### config.mk
export PLATFORM = sky130hd
export DESIGN_NAME = bcd_subtractor_seq
export DESIGN_NICKNAME = d
export VERILOG_FILES = /design/src/rtl/bcd_subtractor_seq.sv
export SDC_FILE = /design/constraint.sdc
export NUM_CORES = 1
export LEC_CHECK = 0
export CAP_MARGIN = 30
export CORE_ASPECT_RATIO = 1.5
export CORE_MARGIN = 2
export CORE_UTILIZATION = 54
export CTS_CLUSTER_SIZE = 10
export DETAILED_ROUTE_END_ITERATION = 12
export HOLD_SLACK_MARGIN = 0.12
export PLACE_DENSITY = 0.84
export SYNTH_ARGS = -nofsm -noshare
export SYNTH_HDL_FRONTEND = slang
export SYNTH_SLANG_ARGS = --single-unit
### constraint.sdc
create_clock -name clk -period 4.34 [get_ports clk]
set_input_delay 1.085 -clock clk [delete_from_list [all_inputs] [get_ports clk]]
set_output_delay 1.085 -clock clk [all_outputs]
set_load 0.01 [all_outputs]
### src/rtl/bcd_subtractor_seq.sv
// ---------------------------------------------------------------------------
// bcd_subtractor_seq
//
// Digit-serial packed-BCD subtractor: diff = a - b - bin over NDIGITS decimal
// digits, one digit per clock, least significant digit first. It trades the
// parallel digit chain of a combinational BCD subtractor for one small digit
// slice reused over several cycles.
//
// Ports
//   clk        rising-edge clock
//   rst_n      asynchronous active-low reset (released synchronously upstream)
//   a          minuend, packed BCD, digit 0 in bits [3:0]
//   b          subtrahend, packed BCD
//   bin        borrow in
//   in_valid   operands valid
//   in_ready   block can accept operands (high only while idle)
//   diff       packed BCD result, ten's complement when a borrow leaves the top
//   bout       borrow out: 1 when a < b + bin
//   err        some digit of a or b was greater than 9 in this transaction
//   out_valid  diff/bout/err valid
//   out_ready  consumer accepts the result
// ---------------------------------------------------------------------------
module bcd_subtractor_seq #(
    parameter int NDIGITS = 2
) (
    input  logic                   clk,
    input  logic                   rst_n,
    input  logic [4*NDIGITS-1:0]   a,
    input  logic [4*NDIGITS-1:0]   b,
    input  logic                   bin,
    input  logic                   in_valid,
    output logic                   in_ready,
    output logic [4*NDIGITS-1:0]   diff,
    output logic                   bout,
    output logic                   err,
    output logic                   out_valid,
    input  logic                   out_ready
);

    localparam int W     = 4 * NDIGITS;
    localparam int IDX_W = (NDIGITS > 1) ? $clog2(NDIGITS) : 1;
    localparam logic [IDX_W-1:0] LAST_IDX = IDX_W'(NDIGITS - 1);

    typedef enum logic [1:0] {
        IDLE = 2'd0,
        CALC = 2'd1,
        DONE = 2'd2
    } state_t;

    state_t             state;
    state_t             state_next;

    // Operand copies taken at acceptance so later input changes are harmless
    logic [W-1:0]       a_q;
    logic [W-1:0]       b_q;
    logic [W-1:0]       a_d;
    logic [W-1:0]       b_d;

    logic               borrow_q;
    logic               borrow_d;
    logic [IDX_W-1:0]   idx_q;
    logic [IDX_W-1:0]   idx_d;

    logic [W-1:0]       diff_d;
    logic               bout_d;
    logic               err_d;
    logic               out_valid_d;

    // Digit slice signals for the digit currently being processed
    logic [3:0]         a_dig;
    logic [3:0]         b_dig;
    logic [5:0]         raw;
    logic [5:0]         raw_adj;
    logic               raw_neg;
    logic [3:0]         digit;
    logic               digit_bad;

    assign in_ready = (state == IDLE);

    // One digit of subtraction. The 6-bit result spans -16..15, so bit 5 is
    // the sign; a negative result borrows from the next digit and is
    // corrected by adding ten. Non-decimal digits follow the same rule.
    always_comb begin
        a_dig     = a_q[4*idx_q +: 4];
        b_dig     = b_q[4*idx_q +: 4];
        raw       = {2'b00, a_dig} - {2'b00, b_dig} - {5'b00000, borrow_q};
        raw_neg   = raw[5];
        raw_adj   = raw + 6'd10;
        digit     = raw_neg ? raw_adj[3:0] : raw[3:0];
        digit_bad = (a_dig > 4'd9) || (b_dig > 4'd9);
    end

    // State register
    always_ff @(posedge clk or negedge rst_n) begin
        if (!rst_n) begin
            state <= IDLE;
        end else begin
            state <= state_next;
        end
    end

    // Next-state and next-datapath logic
    always_comb begin
        state_next  = state;
        a_d         = a_q;
        b_d         = b_q;
        borrow_d    = borrow_q;
        idx_d       = idx_q;
        diff_d      = diff;
        bout_d      = bout;
        err_d       = err;
        out_valid_d = out_valid;

        case (state)
            IDLE: begin
                if (in_valid) begin
                    a_d        = a;
                    b_d        = b;
                    borrow_d   = bin;
                    idx_d      = '0;
                    err_d      = 1'b0;
                    state_next = CALC;
                end
            end

            CALC: begin
                diff_d[4*idx_q +: 4] = digit;
                borrow_d             = raw_neg;
                if (digit_bad) begin
                    err_d = 1'b1;
                end
                if (idx_q == LAST_IDX) begin
                    bout_d      = raw_neg;
                    out_valid_d = 1'b1;
                    state_next  = DONE;
                end else begin
                    idx_d = idx_q + 1'b1;
                end
            end

            DONE: begin
                // Results stay put until the consumer takes them; re-accept
                // only happens from IDLE on a later cycle.
                if (out_ready) begin
                    out_valid_d = 1'b0;
                    state_next  = IDLE;
                end
            end

            default: begin
                state_next = IDLE;
            end
        endcase
    end

    // Datapath and output registers
    always_ff @(posedge clk or negedge rst_n) begin
        if (!rst_n) begin
            a_q       <= '0;
            b_q       <= '0;
            borrow_q  <= 1'b0;
            idx_q     <= '0;
            diff      <= '0;
            bout      <= 1'b0;
            err       <= 1'b0;
            out_valid <= 1'b0;
        end else begin
            a_q       <= a_d;
            b_q       <= b_d;
            borrow_q  <= borrow_d;
            idx_q     <= idx_d;
            diff      <= diff_d;
            bout      <= bout_d;
            err       <= err_d;
            out_valid <= out_valid_d;
        end
    end

endmodule
==> results.md <==
- Vias in the first global route: 1451
- Die X: 48.4 um
- Worst reg-to-reg path cell count: 7
- Die area: 3420 um^2
- Critical path origin: idx_q
- Synthesis-to-layout area growth: 29.7%
- Initial Util: 56.0%
- Element type at the critical path end: flip-flop
- Unrepaired setup endpoints after global routing: false
- 1st-iter DRT viols: 39
- Routed vias/inst: 5.32
- Worst hold path class: reg2reg
- Final Net Count: 241
- Post-CTS resize count: 0
- Total Wirelength: 3440 um
- DRC viols: 0
- Cts bufs inserted: 5
- Rel. slew slack: 58.7%
- Startpoint types: flip-flop
- Slew Limit Fails: 0
- Final min period: 2890 ps
- Fin crit share: 66.7%
- Clk_lat worst skew: 290 ps
- Crit path DAT: 3100 ps
- Reg-to-reg slack, setup: 1450 ps
- Post-CTS setup buffers: 0
- Final setup fails: 0
- Synth warnings: 0
- Syn nets: 206
- Crit Path Class: reg2reg
- DR vias: 1341
- R2R Path End: diff[7]
- Post-CTS Hold Fix Bufs: 0
- Yosys cell types: 32
- Reg2Reg Launch Point: idx_q
- Clk buf depth: 2
- Worst Skew: 6.51 ps
- Flip-flop and latch count after synthesis: 31
- Final setup TNS: 0 ps
- GPL Wtd Cong: 0.845
- Avg Inst Size Synth: 9.03 um^2
- Largest net degree at the start of global routing: 32
- Final Hold Vio Count: 0
- Mapped Cells: 177
- Diodes inserted: 0
- Fmax: 346 MHz
- Num Clock Sinks: 31
- Sequential area share after synthesis: 48.6%
- Slew @ Worst Pin: 620 ps
- Commonest cells after routing, fill and taps aside: nand2_1 (63), clkdlybuf4s50_1 (32), dfrtp_1 (31)
- Initial antenna violation count: 0
- H-tree levels: 2
- I/O Pins: 33
- Die height: 70.6 um
- Share of cells above drive strength 1: 6.57%
- Dpl hpwl: 2580 um
- Crit-path max FO: 14
- DR WL/cell: 13.6 um
- Outcome: complete, no violations
- Clk slew on worst S/H paths: 70 ps
- CTS tree: built
- Worst endpoint required time: 4550 ps
- Initial DRT Pass Iterations: 4
- Antenna Violating Nets Remaining: 0
- CORE AREA: 2850 um^2
- Hold path start: a_q[6]
- First-pass GRT wire length: 5910 um
- Port-buffer cells: 32
- Max-cap violation count: 0
- Setup crit end: diff[7]
- Synthesized cell area: 1600 um^2
- Clock root buffer: clkbuf_8
- Most common cell after layout, fill and taps aside: nand2_1
- GRT overflow: 0
- Row cnt: 24
- Gr usage total: 22.4%
[cells by family after synthesis]
group,share of synthesized area [%]
and+or+nand+nor,23.5
DFF,48.6
AOI/OAI and AO/OA,8.93
buffers and inverters,2.66
muxes,7.13
adders and majority gates,6.73
xor gates and xnor gates,2.51
[metal layers]
layer / wire, um / vias to the layer above / track usage [%]
met2: 1900 / 33 / 41.8
met5: 0 / - / 0
met1: 1350 / 646 / 22.8
met3: 131 / 7 / 6.12
met4: 64 / 0 / 10.8
li1: - / 655 / -
[critical path, stage by stage, from the launching register on]
cell	delay (ps)
dfrtp_1	670
mux2_2	400
ha_1	200
fa_1	400
nand2b_1	180
a21o_1	230
or4_1	540
a31oi_1	190
[registers in the layout (all words and copies together), names as in the netlist]
| register | count |
|---|---|
| borrow_q | 1 |
| b_q | 8 |
| bout | 1 |
| state | 2 |
| idx_q | 1 |
| out_valid | 1 |
| diff | 8 |
| a_q | 8 |
| err | 1 |
[layout make-up]
class / count / area (um^2)
Clock buffer: 6 / 82.6
Clock inverter: 2 / 35.0
Fill cell: 218 / 781
Inverter: 6 / 22.5
Multi-Input combinational cell: 135 / 779
Sequential cell: 31 / 776
Tap cell: 39 / 48.8
Timing Repair Buffer: 33 / 328
[synthesized netlist by cell type]
master / count / share of area [%]
fa_1: 1 / 1.3
dfrtp_1: 31 / 49
o21ai_1: 1 / 0.31
buf_2: 1 / 0.31
o211ai_1: 1 / 0.47
and2_1: 2 / 0.78
nand2_1: 63 / 15
xnor3_1: 1 / 1.4
or2_2: 1 / 0.39
a22oi_1: 2 / 0.94
nor2b_1: 1 / 0.39
a31oi_1: 2 / 0.78
mux2i_1: 8 / 5.0
a211oi_1: 1 / 0.47
nor2_1: 13 / 3.1
o31ai_1: 3 / 1.4
o21a_1: 1 / 0.47
xor2_1: 2 / 1.1
nand2b_1: 1 / 0.39
ha_1: 7 / 5.5
nor3_1: 4 / 1.3
and3_1: 1 / 0.39
nand3_1: 1 / 0.31
and3b_1: 1 / 0.55
inv_1: 6 / 1.4
clkbuf_1: 4 / 0.94
and3_4: 1 / 0.70
a21o_1: 2 / 0.94
mux2_2: 3 / 2.1
or4_1: 1 / 0.47
a21oi_1: 5 / 1.6
o21ai_0: 5 / 1.6
[worst min-delay path by stage]
stage                     cells past startpoint  endpoint  slack, ps
after floorplan                               2    a_q[6]        440
after global routing                          2   diff[2]        510
after detailed placement                      2    b_q[4]        470
after global placement                        2    b_q[4]        460
after CTS                                     2    b_q[4]        480
final                                         2    a_q[6]        480
[stage by stage]
stage | area [um^2] | util, % | cells | setup WS [ps] | hold slack (ps)
final | 2070 | 72.6 | 252 | 1450 | 480
after global routing | 2070 | 72.6 | 252 | 1240 | 512
after CTS | 2070 | 72.6 | 252 | 1460 | 485
after detailed placement | 1950 | 68.5 | 244 | 1470 | 467
after global placement | 1950 | 68.5 | 244 | 1560 | 460
after floorplan | 1600 | - | 177 | 1530 | 440
Power is left out: the tool's default activity adds up to more than one toggle a clock period on the data nets, which glitch-free logic cannot reach.
